$ cat src/rtl/csa_resolve20.sv
// Iterative carry-propagate resolver for a 20-bit carry-save pair: result = sum + 2*cout,
// CHUNK bits per cycle. Optional overflow flag enabled by defining CSA_RESOLVE_OVF_EN.
module csa_resolve20 #(
  parameter int unsigned CHUNK = 4
) (
  input  logic        clk,
  input  logic        rst,
  input  logic        in_valid,
  output logic        in_ready,
  input  logic [19:0] sum,
  input  logic [19:0] cout,
  output logic        out_valid,
  input  logic        out_ready,
  output logic [21:0] result,
  output logic        ovf
);

  localparam int unsigned N = 24 / CHUNK;
  localparam int unsigned KW = (N > 1) ? $clog2(N) : 1;
  localparam logic [KW-1:0] KLast = KW'(N - 1);

  typedef enum logic [1:0] {StIdle, StBusy, StDone} state_e;

  state_e          r_state, w_state_nx;
  logic [23:0]     r_a, r_b, r_acc;
  logic [KW-1:0]   r_k;
  logic            r_c;
  logic [21:0]     r_result;

  logic [4:0]       w_lo;
  logic [CHUNK-1:0] w_a_ch, w_b_ch, w_r;
  logic [CHUNK:0]   w_sum_ch;
  logic             w_c_nx;
  logic [23:0]      w_acc_nx;
  logic             w_last;

  assign w_lo     = 5'(32'(r_k) * CHUNK);
  assign w_a_ch   = r_a[w_lo +: CHUNK];
  assign w_b_ch   = r_b[w_lo +: CHUNK];
  assign w_sum_ch = {1'b0, w_a_ch} + {1'b0, w_b_ch} + {{CHUNK{1'b0}}, r_c};
  assign w_r      = w_sum_ch[CHUNK-1:0];
  assign w_c_nx   = w_sum_ch[CHUNK];
  assign w_last   = (r_k == KLast);

  always_comb begin
    w_acc_nx = r_acc;
    w_acc_nx[w_lo +: CHUNK] = w_r;
  end

  always_comb begin
    w_state_nx = r_state;
    case (r_state)
      StIdle:  if (in_valid) w_state_nx = StBusy;
      StBusy:  if (w_last) w_state_nx = StDone;
      StDone:  if (out_ready) w_state_nx = StIdle;
      default: w_state_nx = StIdle;
    endcase
  end

  always_ff @(posedge clk) begin
    if (rst) begin
      r_state  <= StIdle;
      r_a      <= '0;
      r_b      <= '0;
      r_acc    <= '0;
      r_k      <= '0;
      r_c      <= 1'b0;
      r_result <= '0;
    end else begin
      r_state <= w_state_nx;
      case (r_state)
        StIdle: begin
          if (in_valid) begin
            r_a <= {4'b0, sum};
            r_b <= {3'b0, cout, 1'b0};
            r_k <= '0;
            r_c <= 1'b0;
          end
        end
        StBusy: begin
          r_acc <= w_acc_nx;
          // Final chunk carry is always zero (max result 0x2FFFFD), so it is simply dropped.
          r_c   <= w_c_nx;
          if (w_last) r_result <= w_acc_nx[21:0];
          else        r_k      <= r_k + 1'b1;
        end
        default: ;
      endcase
    end
  end

  assign in_ready  = (r_state == StIdle);
  assign out_valid = (r_state == StDone);
  assign result    = r_result;

`ifdef CSA_RESOLVE_OVF_EN
  logic r_ovf;

  always_ff @(posedge clk) begin
    if (rst) begin
      r_ovf <= 1'b0;
    end else if (r_state == StBusy && w_last) begin
      r_ovf <= |w_acc_nx[21:20];
    end
  end

  assign ovf = r_ovf;
`else
  assign ovf = 1'b0;
`endif

endmodule

$ cat config.mk
export PLATFORM = sky130hd
export DESIGN_NAME = csa_resolve20
export DESIGN_NICKNAME = d
export VERILOG_FILES = /design/src/rtl/csa_resolve20.sv
export SDC_FILE = /design/constraint.sdc
export NUM_CORES = 1
export LEC_CHECK = 0
export ABC_CLOCK_PERIOD_IN_PS = 3000
export BUFFER_PORTS_ARGS = -buffer_cell sky130_fd_sc_hd__clkbuf_2
export CORE_MARGIN = 8
export CORE_UTILIZATION = 39
export CTS_CLUSTER_SIZE = 8
export DETAILED_ROUTE_END_ITERATION = 12
export PLACE_DENSITY = 0.72
export SETUP_SLACK_MARGIN = 0.05
export SLEW_MARGIN = 20
export SYNTH_ARGS = -nofsm -noshare
export SYNTH_HDL_FRONTEND = slang
export SYNTH_SLANG_ARGS = --single-unit
export TNS_END_PERCENT = 20
$ cat constraint.sdc
create_clock -name clk -period 3 [get_ports clk]
set_input_delay 0.15 -clock clk [delete_from_list [all_inputs] [get_ports clk]]
set_output_delay 0.15 -clock clk [all_outputs]
set_load 0.005 [all_outputs]
==> reports/results.ini <==
[hold_path]
worstHoldPathType=in -> reg

[synth]
synth_area_leaders=dfxtp_1 (44%), nand2_1 (10%), a21oi_1 (7.1%)
ys_seq_area_share_pct=44.3
synth.top_cell.area_share_pct=44.3
postSynthCellCount=476
synth_edf_count=0
synth_top_area_cell=dfxtp_1
ys_types=45
avgSynthCellArea_um2=8.54
synth_flop_cell=dfxtp_1
yosysWarnings=0
syn-cell-area_um2=4060
synth_nets=529
async_flop_share_pct=0
synth_seq_cells=90

[setup_path]
setup.worst_path.end=result[6]$_SDFFE_PP0P_
crit_type=reg -> reg
critPathSlowestCell=mux4_2
critPathMaxStageDelay_ps=500
cp.arrival_ps=2880
start_kind=flop
r2r-end=result[6]$_SDFFE_PP0P_
cp_common_cell=nand2_1
startpoint=r_k[0]$_SDFFE_PP0P_
crit_chain=mux4_2 -> nand2_1 -> nand2_1 -> fa_1 -> fa_1 -> xnor2_1 -> nand2_1 -> o211ai_1 -> a21oi_1
r2r-start=r_k[0]$_SDFFE_PP0P_
critPathCaptureType=flop
r2r_cells=9
required_ps=3220
path_max_fanout=3
reg2reg_slack_ps=340

[place]
portBuffers=67
globalplace.congestion=0.814
post-dp-hpwl_um=7150
placedCellCount=656

[drt]
routed_wl_um=9810
drc=0
wl_per_cell_um=14.2
ant_nets=0
drt_iter0_drc=153
route.vias.total=3529
firstDrtPassIters=4
routed_via_density=5.11

[sta]
finalClockSkew_ps=11.6
tns_ps=0
fin_crit_sh_pct=88.6
setup_viol=0
clock.fmax_mhz=376
max_slew_margin_pct=42.9
worst_pin_slew_ps=856
slew_viol_final=0
rsz0062_at_grt=no
fin_crit_ps=2660
hold_viol=0

[power_and_ir_drop]
powerDensity_nw_per_um2=489
vdd_drop_max_mv=0.229
p_leak_nw=1.88

[floorplanning]
start_util_pct=39.7
rows=37
fp.dieW_um=118
core_area_um2=10200
fp.dieH_um=118
dieArea_um2=13900
ios=69

[cells_and_area]
nets=603
drive_above_1_share_pct=20.4
stdcell_count=691
regArea_um2=1800
antenna-diode-count=0
multi_input_area_um2=2080
nFillCells=987
syn_to_final_growth_pct=20.7

[clock_network]
clock_latency_ps=370
cts.sinks=90
numCtsBuffers=9
clk_pin_slew_worst_paths_ps=90
clock_path_buffers=2
htree_num_levels=3
clockRootBuffer=clkbuf_8
cts_tree=built
postCtsSetupBuffers=0

[grt]
grt_max_degree=44
grt_pass1_wl_um=16800
globalRouteTotalUtil_pct=14.4
grt_pass1_vias=3547
antenna_found_initial=0
grt_overflow=0

[run_status]
status=completed

[job]
maxCapViolCount=0

-- per-stage QoR --
step | cell area, um^2 | util, % | total power [mW] | setup slack, ps | hold slack [ps]
6_report | 4900 | 47.9 | 2.40 | 343 | 6.04
5_1_grt | 4900 | 47.9 | 2.51 | 99.0 | 3.40
4_1_cts | 4890 | 47.8 | 2.41 | 249 | 0.567
3_5_place_dp | 4510 | 44.1 | 1.56 | 268 | 383
3_3_place_gp | 4510 | 44.1 | 1.55 | 401 | 374
2_1_floorplan | 4070 | - | 1.47 | 68.4 | 286
-- report_power, final --
group          switching [mW]  leakage (nW)  internal (mW)  total, mW
combinational           0.168          1.05          0.128      0.296
clock                   0.455        0.0975          0.394      0.849
sequential             0.0227         0.731           1.23       1.25
total                   0.646          1.88           1.75       2.40
-- kinds of logic after synthesis --
family | share of synthesized area [%]
compound gates | 13.1
xor+xnor | 0.862
fa+ha+maj | 3.14
buf+inv | 4.62
flops | 44.3
mux | 10.0
other cells | 0.0923
simple gates | 23.8
-- cells in the final DEF, fill, tap and decap left out, types with 9 or more instances in the layout --
master           n
nand2_1        112
buf_4           15
clkbuf_8         9
a211oi_1        13
dfxtp_1         90
clkbuf_2        67
nand2b_1        10
nand3_1         22
mux2i_1         25
dlygate4sd3_1   19
a21oi_1         58
nor2_1          33
-- sequential cells by signal, summed over array words and instances, names as in the netlist --
| signal | flops |
|---|---|
| r_b | 20 |
| r_state | 2 |
| r_k | 3 |
| r_c | 1 |
| r_a | 20 |
| result | 22 |
| r_acc | 22 |
-- layer usage --
layer,track usage [%],routed length [um],vias to the layer above,share of wire [%]
met5,0,0,-,0
met4,5.20,163,0,1.7
met3,4.17,562,15,5.7
met2,22.8,4530,97,46
met1,18.1,4550,1640,46
li1,-,-,1777,-
-- cells in the mapped netlist, types with 2 or more instances --
library cell  count
buf_1             2
o211ai_1          2
o31ai_1           2
and2_1            2
nor2_1           33
buf_2            12
a311oi_1          5
dfxtp_1          90
o21ai_0           6
buf_4             4
a21oi_1          58
nand2_1         112
and4b_1           2
a211oi_1         13
mux4_2            7
nand3b_1          5
xnor2_1           3
nand3_1          23
clkbuf_1         20
ha_1              7
inv_1             3
nand2b_1         10
fa_1              2
mux2i_1          25
nor2b_1           4
nor3_1            5
-- how the worst min path moves through the flow --
stage,slack [ps],cells after the start,start,endpoint
4_1_cts,0.6,3,cout[14],r_b[15]$_SDFFE_PP0P_
5_1_grt,3,3,sum[0],r_a[0]$_SDFFE_PP0P_
3_3_place_gp,370,3,cout[12],r_b[13]$_SDFFE_PP0P_
3_5_place_dp,380,3,cout[9],r_b[10]$_SDFFE_PP0P_
2_1_floorplan,290,2,sum[0],r_a[0]$_SDFFE_PP0P_
6_report,6,3,sum[8],r_a[8]$_SDFFE_PP0P_
-- worst max-delay path: cells and delay by family (launching register included) --
family	cells	cell delay, ps
fa+ha+maj	2	910
mux	1	500
simple gates	3	250
compound gates	2	180
xor+xnor	1	330
flops	1	360
-- timing repair --
action / 4_1_cts / 5_1_grt
endpoints found under the hold margin: 18 / 1
gates resized for setup: 0 / 1
setup endpoints to repair: 0 / 3
hold buffers: 18 / 1
-- layout make-up --
class	count	share of cell area [%]
multi-input combinational	344	42.4
clock buffer	10	2.60
timing repair buffer	101	13.0
clock inverter	6	1.48
sequential	90	36.7
tap	136	3.47
inverter	4	0.306
(Power assumes the default switching activity.)
